[config.mk]
export PLATFORM = sky130hd
export DESIGN_NAME = sr_flag_sequencer
export DESIGN_NICKNAME = d
export VERILOG_FILES = /design/src/rtl/sr_ctrl_pkg.sv /design/src/rtl/sr_rr_arbiter.sv /design/src/rtl/sr_flag_sequencer.sv
export SDC_FILE = /design/constraint.sdc
export NUM_CORES = 1
export LEC_CHECK = 0
export ABC_CLOCK_PERIOD_IN_PS = 6700
export CORE_MARGIN = 8
export CORE_UTILIZATION = 53
export CTS_BUF_LIST = sky130_fd_sc_hd__clkbuf_8
export DETAILED_ROUTE_END_ITERATION = 8
export GPL_TIMING_DRIVEN = 0
export PLACE_DENSITY = 0.88
export SKIP_LAST_GASP = 1
export SLEW_MARGIN = 20
export SYNTH_ARGS = -nofsm -noshare
export SYNTH_HDL_FRONTEND = slang
export SYNTH_SLANG_ARGS = --single-unit
[constraint.sdc]
create_clock -name clk -period 6.7 [get_ports clk]
set_clock_uncertainty 0.1 [all_clocks]
set_input_delay 1.675 -clock clk [delete_from_list [all_inputs] [get_ports clk]]
set_output_delay 1.675 -clock clk [all_outputs]
set_load 0.005 [all_outputs]
[src/rtl/sr_ctrl_pkg.sv]
// Shared command encodings and default sizing for the SR flag sequencer.
package sr_ctrl_pkg;
  localparam logic [1:0] OP_HOLD = 2'b00;
  localparam logic [1:0] OP_RST  = 2'b01;
  localparam logic [1:0] OP_SET  = 2'b10;
  localparam logic [1:0] OP_ILL  = 2'b11;

  localparam int DEF_NREQ   = 4;
  localparam int DEF_NFLAGS = 8;
endpackage

[src/rtl/sr_rr_arbiter.sv]
// Round-robin arbiter: combinational pick searching upward from a registered pointer.
module sr_rr_arbiter
  import sr_ctrl_pkg::*;
#(
  parameter int NREQ = DEF_NREQ,
  localparam int PW  = $clog2(NREQ)
) (
  input  logic            clk,
  input  logic            rst,
  input  logic [NREQ-1:0] elig_i,
  output logic [NREQ-1:0] grant_o,
  output logic [PW-1:0]   win_o
);

  logic [PW-1:0] ptr_q, ptr_d;
  logic          found;

  always_comb begin
    grant_o = '0;
    win_o   = '0;
    found   = 1'b0;
    ptr_d   = ptr_q;
    for (int k = 0; k < NREQ; k++) begin
      int j;
      j = int'(ptr_q) + k;
      if (j >= NREQ) j = j - NREQ;
      if (!found && elig_i[j]) begin
        found      = 1'b1;
        grant_o[j] = 1'b1;
        win_o      = PW'(j);
      end
    end
    // Pointer moves just past the winner so it has lowest priority next time.
    if (found) ptr_d = (int'(win_o) == NREQ - 1) ? '0 : win_o + PW'(1);
  end

  always_ff @(posedge clk) begin
    if (rst) ptr_q <= '0;
    else     ptr_q <= ptr_d;
  end

endmodule

[src/rtl/sr_flag_sequencer.sv]
// Bank of SR flag bits written by NREQ requesters through a round-robin arbiter,
// with sticky detection of illegal (set+reset) commands.
module sr_flag_sequencer
  import sr_ctrl_pkg::*;
#(
  parameter int NREQ   = DEF_NREQ,
  parameter int NFLAGS = DEF_NFLAGS,
  parameter int IDXW   = $clog2(NFLAGS)
) (
  input  logic                   clk,
  input  logic                   rst,
  input  logic [NREQ-1:0]        req,
  input  logic [NREQ-1:0]        req_s,
  input  logic [NREQ-1:0]        req_r,
  input  logic [NREQ*IDXW-1:0]   req_idx,
  input  logic                   err_clr,
  output logic [NREQ-1:0]        gnt,
  output logic [NFLAGS-1:0]      q,
  output logic [NFLAGS-1:0]      qb,
  output logic                   err,
  output logic [$clog2(NREQ)-1:0] err_id
);

  localparam int RW = $clog2(NREQ);

  logic [NREQ-1:0]   gnt_q, grant;
  logic [RW-1:0]     win;
  logic [NFLAGS-1:0] q_q, q_d;
  logic              err_q, err_d;
  logic [RW-1:0]     err_id_q, err_id_d;
  logic [1:0]        cmd_op;
  logic [IDXW-1:0]   cmd_idx;
  logic              idx_ok;

  // Masking on the registered grant keeps a requester from winning again
  // while it is still dropping req after seeing its grant.
  sr_rr_arbiter #(.NREQ(NREQ)) u_arb (
    .clk    (clk),
    .rst    (rst),
    .elig_i (req & ~gnt_q),
    .grant_o(grant),
    .win_o  (win)
  );

  assign cmd_op  = {req_s[win], req_r[win]};
  assign cmd_idx = req_idx[int'(win)*IDXW +: IDXW];
  assign idx_ok  = 32'(cmd_idx) < 32'(NFLAGS);

  always_comb begin
    q_d      = q_q;
    err_d    = err_q;
    err_id_d = err_id_q;
    if (err_clr) err_d = 1'b0;
    if (|grant && idx_ok) begin
      case (cmd_op)
        OP_SET: q_d[cmd_idx] = 1'b1;
        OP_RST: q_d[cmd_idx] = 1'b0;
        OP_ILL: begin
          // A new error overrides a same-cycle clear and re-captures the source.
          if (!err_q || err_clr) err_id_d = win;
          err_d = 1'b1;
        end
        default: ;
      endcase
    end
  end

  always_ff @(posedge clk) begin
    if (rst) begin
      gnt_q    <= '0;
      q_q      <= '0;
      err_q    <= 1'b0;
      err_id_q <= '0;
    end else begin
      gnt_q    <= grant;
      q_q      <= q_d;
      err_q    <= err_d;
      err_id_q <= err_id_d;
    end
  end

  assign gnt    = gnt_q;
  assign q      = q_q;
  assign qb     = ~q_q;
  assign err    = err_q;
  assign err_id = err_id_q;

endmodule

==> impl_metrics.yaml <==
outcome:
  status: "complete, no violations"
cts:
  clock_path_buffers: 2
  cts_buffers: 3
  post-cts-setup-buffers: 0
  h-tree-depth: 1
  cts_root_buf: "clkbuf_8"
  cts_tree: "done"
  cts_resized: 0
  cts_hold_repair.buffers: 0
  worstSkewPairLatency_ps: 260
  cts.sink_count: 17
  clkSlewWorstSetupHoldPaths_ps: 70
drt:
  dr.pass1.iters: 4
  vias: 1672
  drt-initial-drc-count: 133
  drt-wirelength-per-cell_um: 17.0
  postRouteAntennaNets: 0
  drc: 0
  wirelength_mm: 4.88
  top_layer: "met4"
  wl_met2_mm: 2.32
  met3_length_um: 321
  vias_per_cell: 5.83
  wl_met1_mm: 2.16
place:
  placed_area_mm2: 0.00222
  dp_cells: 283
  place.gp.congestion: 0.918
  numPortBuffers: 48
  dpl.hpwl_mm: 3.76
min_path:
  hp-class: "flip-flop to flip-flop"
global_routing:
  grt_pass1_vias: 1643
  grt_max_degree: 11
  grt_usage_pct: 18.5
  antenna_found_initial: 0
  grt_pass1_wl_mm: 7.95
  overflow: 0
setup_path:
  crit_top_cell: "mux2i_1"
  crit_start: "req[0]"
  reg2reg_depth: 16
  crit_arrival_ps: 5120
  worstPathRequired_ps: 6770
  crit_chain: "clkdlybuf4s50_1, nor2b_1, buf_2, mux4_2, nor2_2, a22o_2, mux2i_1, mux2i_1, ha_1, o41ai_2, o21bai_2, or4_1, o31ai_1"
  cp.depth: 13
  cp_top_family: "simple AND/OR/NAND/NOR gates"
  start_kind: "input pin"
  cp_num_buf_inv: 2
  worstPathMaxFanout: 8
  worstSetupPathType: "input pin to flip-flop"
  r2r-start: "u_arb.ptr_q[0]"
  slowest_stage: "mux4_2"
  r2r_slack_ps: 2260
  crit_path_end_kind: "flip-flop"
  cpPeakStageDelay_ps: 560
synthesis:
  ys.flop_type: "dfxtp_1"
  async_reset_ff_share_pct: 0
  synthTopCellsByCount: "17 x dfxtp_1, 15 x inv_1, 14 x mux2i_1"
  netlist.area_leader.share_pct: 20.1
  netlist_area_mm2: 0.00169
  yosysUniqueCellTypes: 64
  syn_inst: 191
  synth.avg_cell_area_um2: 8.84
  yosysMostFrequentCell: "dfxtp_1"
  synth-edff-count: 0
  yosysWarnings: 0
  syn_nets: 228
  yosys-top-cells-area: "dfxtp_1 20%, mux2i_1 8.3%, ha_1 7.4%"
  synth-seq-cells: 17
  synth_seq_area_share_pct: 20.1
  synth_top_cell_by_area: "dfxtp_1"
power:
  fin_total_pwr_w: 0.00124
  ir_worst_vdd_uv: 290
  power.density_mw_per_mm2: 548
  power_leakage_nw: 0.877
flow_run:
  cap_violations: 0
timing:
  fin_crit_sh_pct: 75.3
  finalHoldViolations: 0
  maxSlewViolCount: 0
  setup_viol: 0
  rsz0062_at_grt: "no"
  relSlewSlack_pct: 59.8
  fin_crit_ps: 5050
  tns_ps: 0
  worst_pin_slew_ps: 601
  maxClockFrequency_mhz: 198
finish:
  finalNonFillerCells: 287
  fin_nets: 281
  areaGrowthSynthToFinish_pct: 34.4
  antenna_cells: 0
  drive_above_1_share_pct: 14.0
  stdcell_area_mm2: 0.00227
die:
  die_area_mm2: 0.00525
  io_pins: 50
  num_rows: 20
  core_mm2: 0.00305
  die_height_um: 72.5
  start_util_pct: 55.3
  die_x_um: 72.5
-- stage by stage --
| stage | hold WS (ps) | worst slack, ps | util, % |
|---|---|---|---|
| after floorplan | 378 | 2220 | - |
| after detailed placement | 365 | 1400 | 72.9 |
| after CTS | 375 | 1650 | 74.3 |
| after global routing | 397 | 1460 | 74.3 |
| after global placement | 354 | 1480 | 72.9 |
| final | 375 | 1650 | 74.3 |
-- per-layer routing --
| metal | GRT usage, % | up-vias |
|---|---|---|
| met4 | 6.67 | 0 |
| met1 | 23.7 | 780 |
| li1 | - | 824 |
| met5 | 0 | - |
| met3 | 3.86 | 7 |
| met2 | 29.8 | 61 |
-- worst register-to-register path: stages (launching register included) --
cell,delay [ps]
dfxtp_1,530
buf_2,300
inv_2,140
ha_1,440
buf_2,250
o21ai_0,90
a221oi_1,340
o211ai_2,300
inv_1,230
nand2_1,70
and3_1,170
a31oi_1,230
ha_1,200
o41ai_2,90
o21bai_2,250
or4_1,550
o31ai_1,80
-- how the worst min path moves through the flow --
stage | from | endpoint | slack, ps | depth (start not counted)
2_1_floorplan | flip-flop | flip-flop | 380 | 2
3_3_place_gp | flip-flop | flip-flop | 350 | 2
3_5_place_dp | flip-flop | flip-flop | 360 | 2
4_1_cts | flip-flop | flip-flop | 370 | 2
5_1_grt | flip-flop | flip-flop | 400 | 2
6_report | flip-flop | flip-flop | 370 | 2
-- cell usage in the layout, fill, tap and decap left out, types with 3 or more instances in the layout --
master	instances
clkdlybuf4s50_1	48
dfxtp_1	17
inv_1	16
mux2i_1	14
nand2b_1	11
a21oi_1	10
nor2_1	10
ha_1	10
nand2_1	9
nor3_1	6
buf_2	4
nor2b_1	4
nor4_1	4
a31oi_1	4
mux4_2	3
o21ai_0	3
clkbuf_1	3
a41oi_1	3
nand3b_1	3
nor3b_2	3
clkbuf_8	3
-- report_power, final --
| group | internal [W] | switching [W] |
|---|---|---|
| Clock | 0.0000408 | 0.0000368 |
| Combinational | 0.000463 | 0.000510 |
| Sequential | 0.000147 | 0.0000456 |
| Total | 0.000651 | 0.000593 |
-- logic make-up after synthesis --
kind of cell               share of synthesized area [%]
and+or+nand+nor                                     29.0
AOI/OAI and AO/OA                                   22.7
buffers and inverters                               5.85
muxes                                               13.9
DFF                                                 20.1
adders and majority gates                           7.41
xor gates and xnor gates                            1.04
-- area by class of cell --
class | instances | area, um2
flip-flops and latches | 17 | 340
fillers | 247 | 783
clock buffers | 3 | 41.3
multi-input cells | 150 | 1250
inverters | 16 | 60.1
clock inverters | 1 | 3.75
plain buffers | 8 | 38.8
repair buffers | 48 | 480
well taps | 44 | 55.1
No activity file was read; power rests on OpenSTA's default activity.
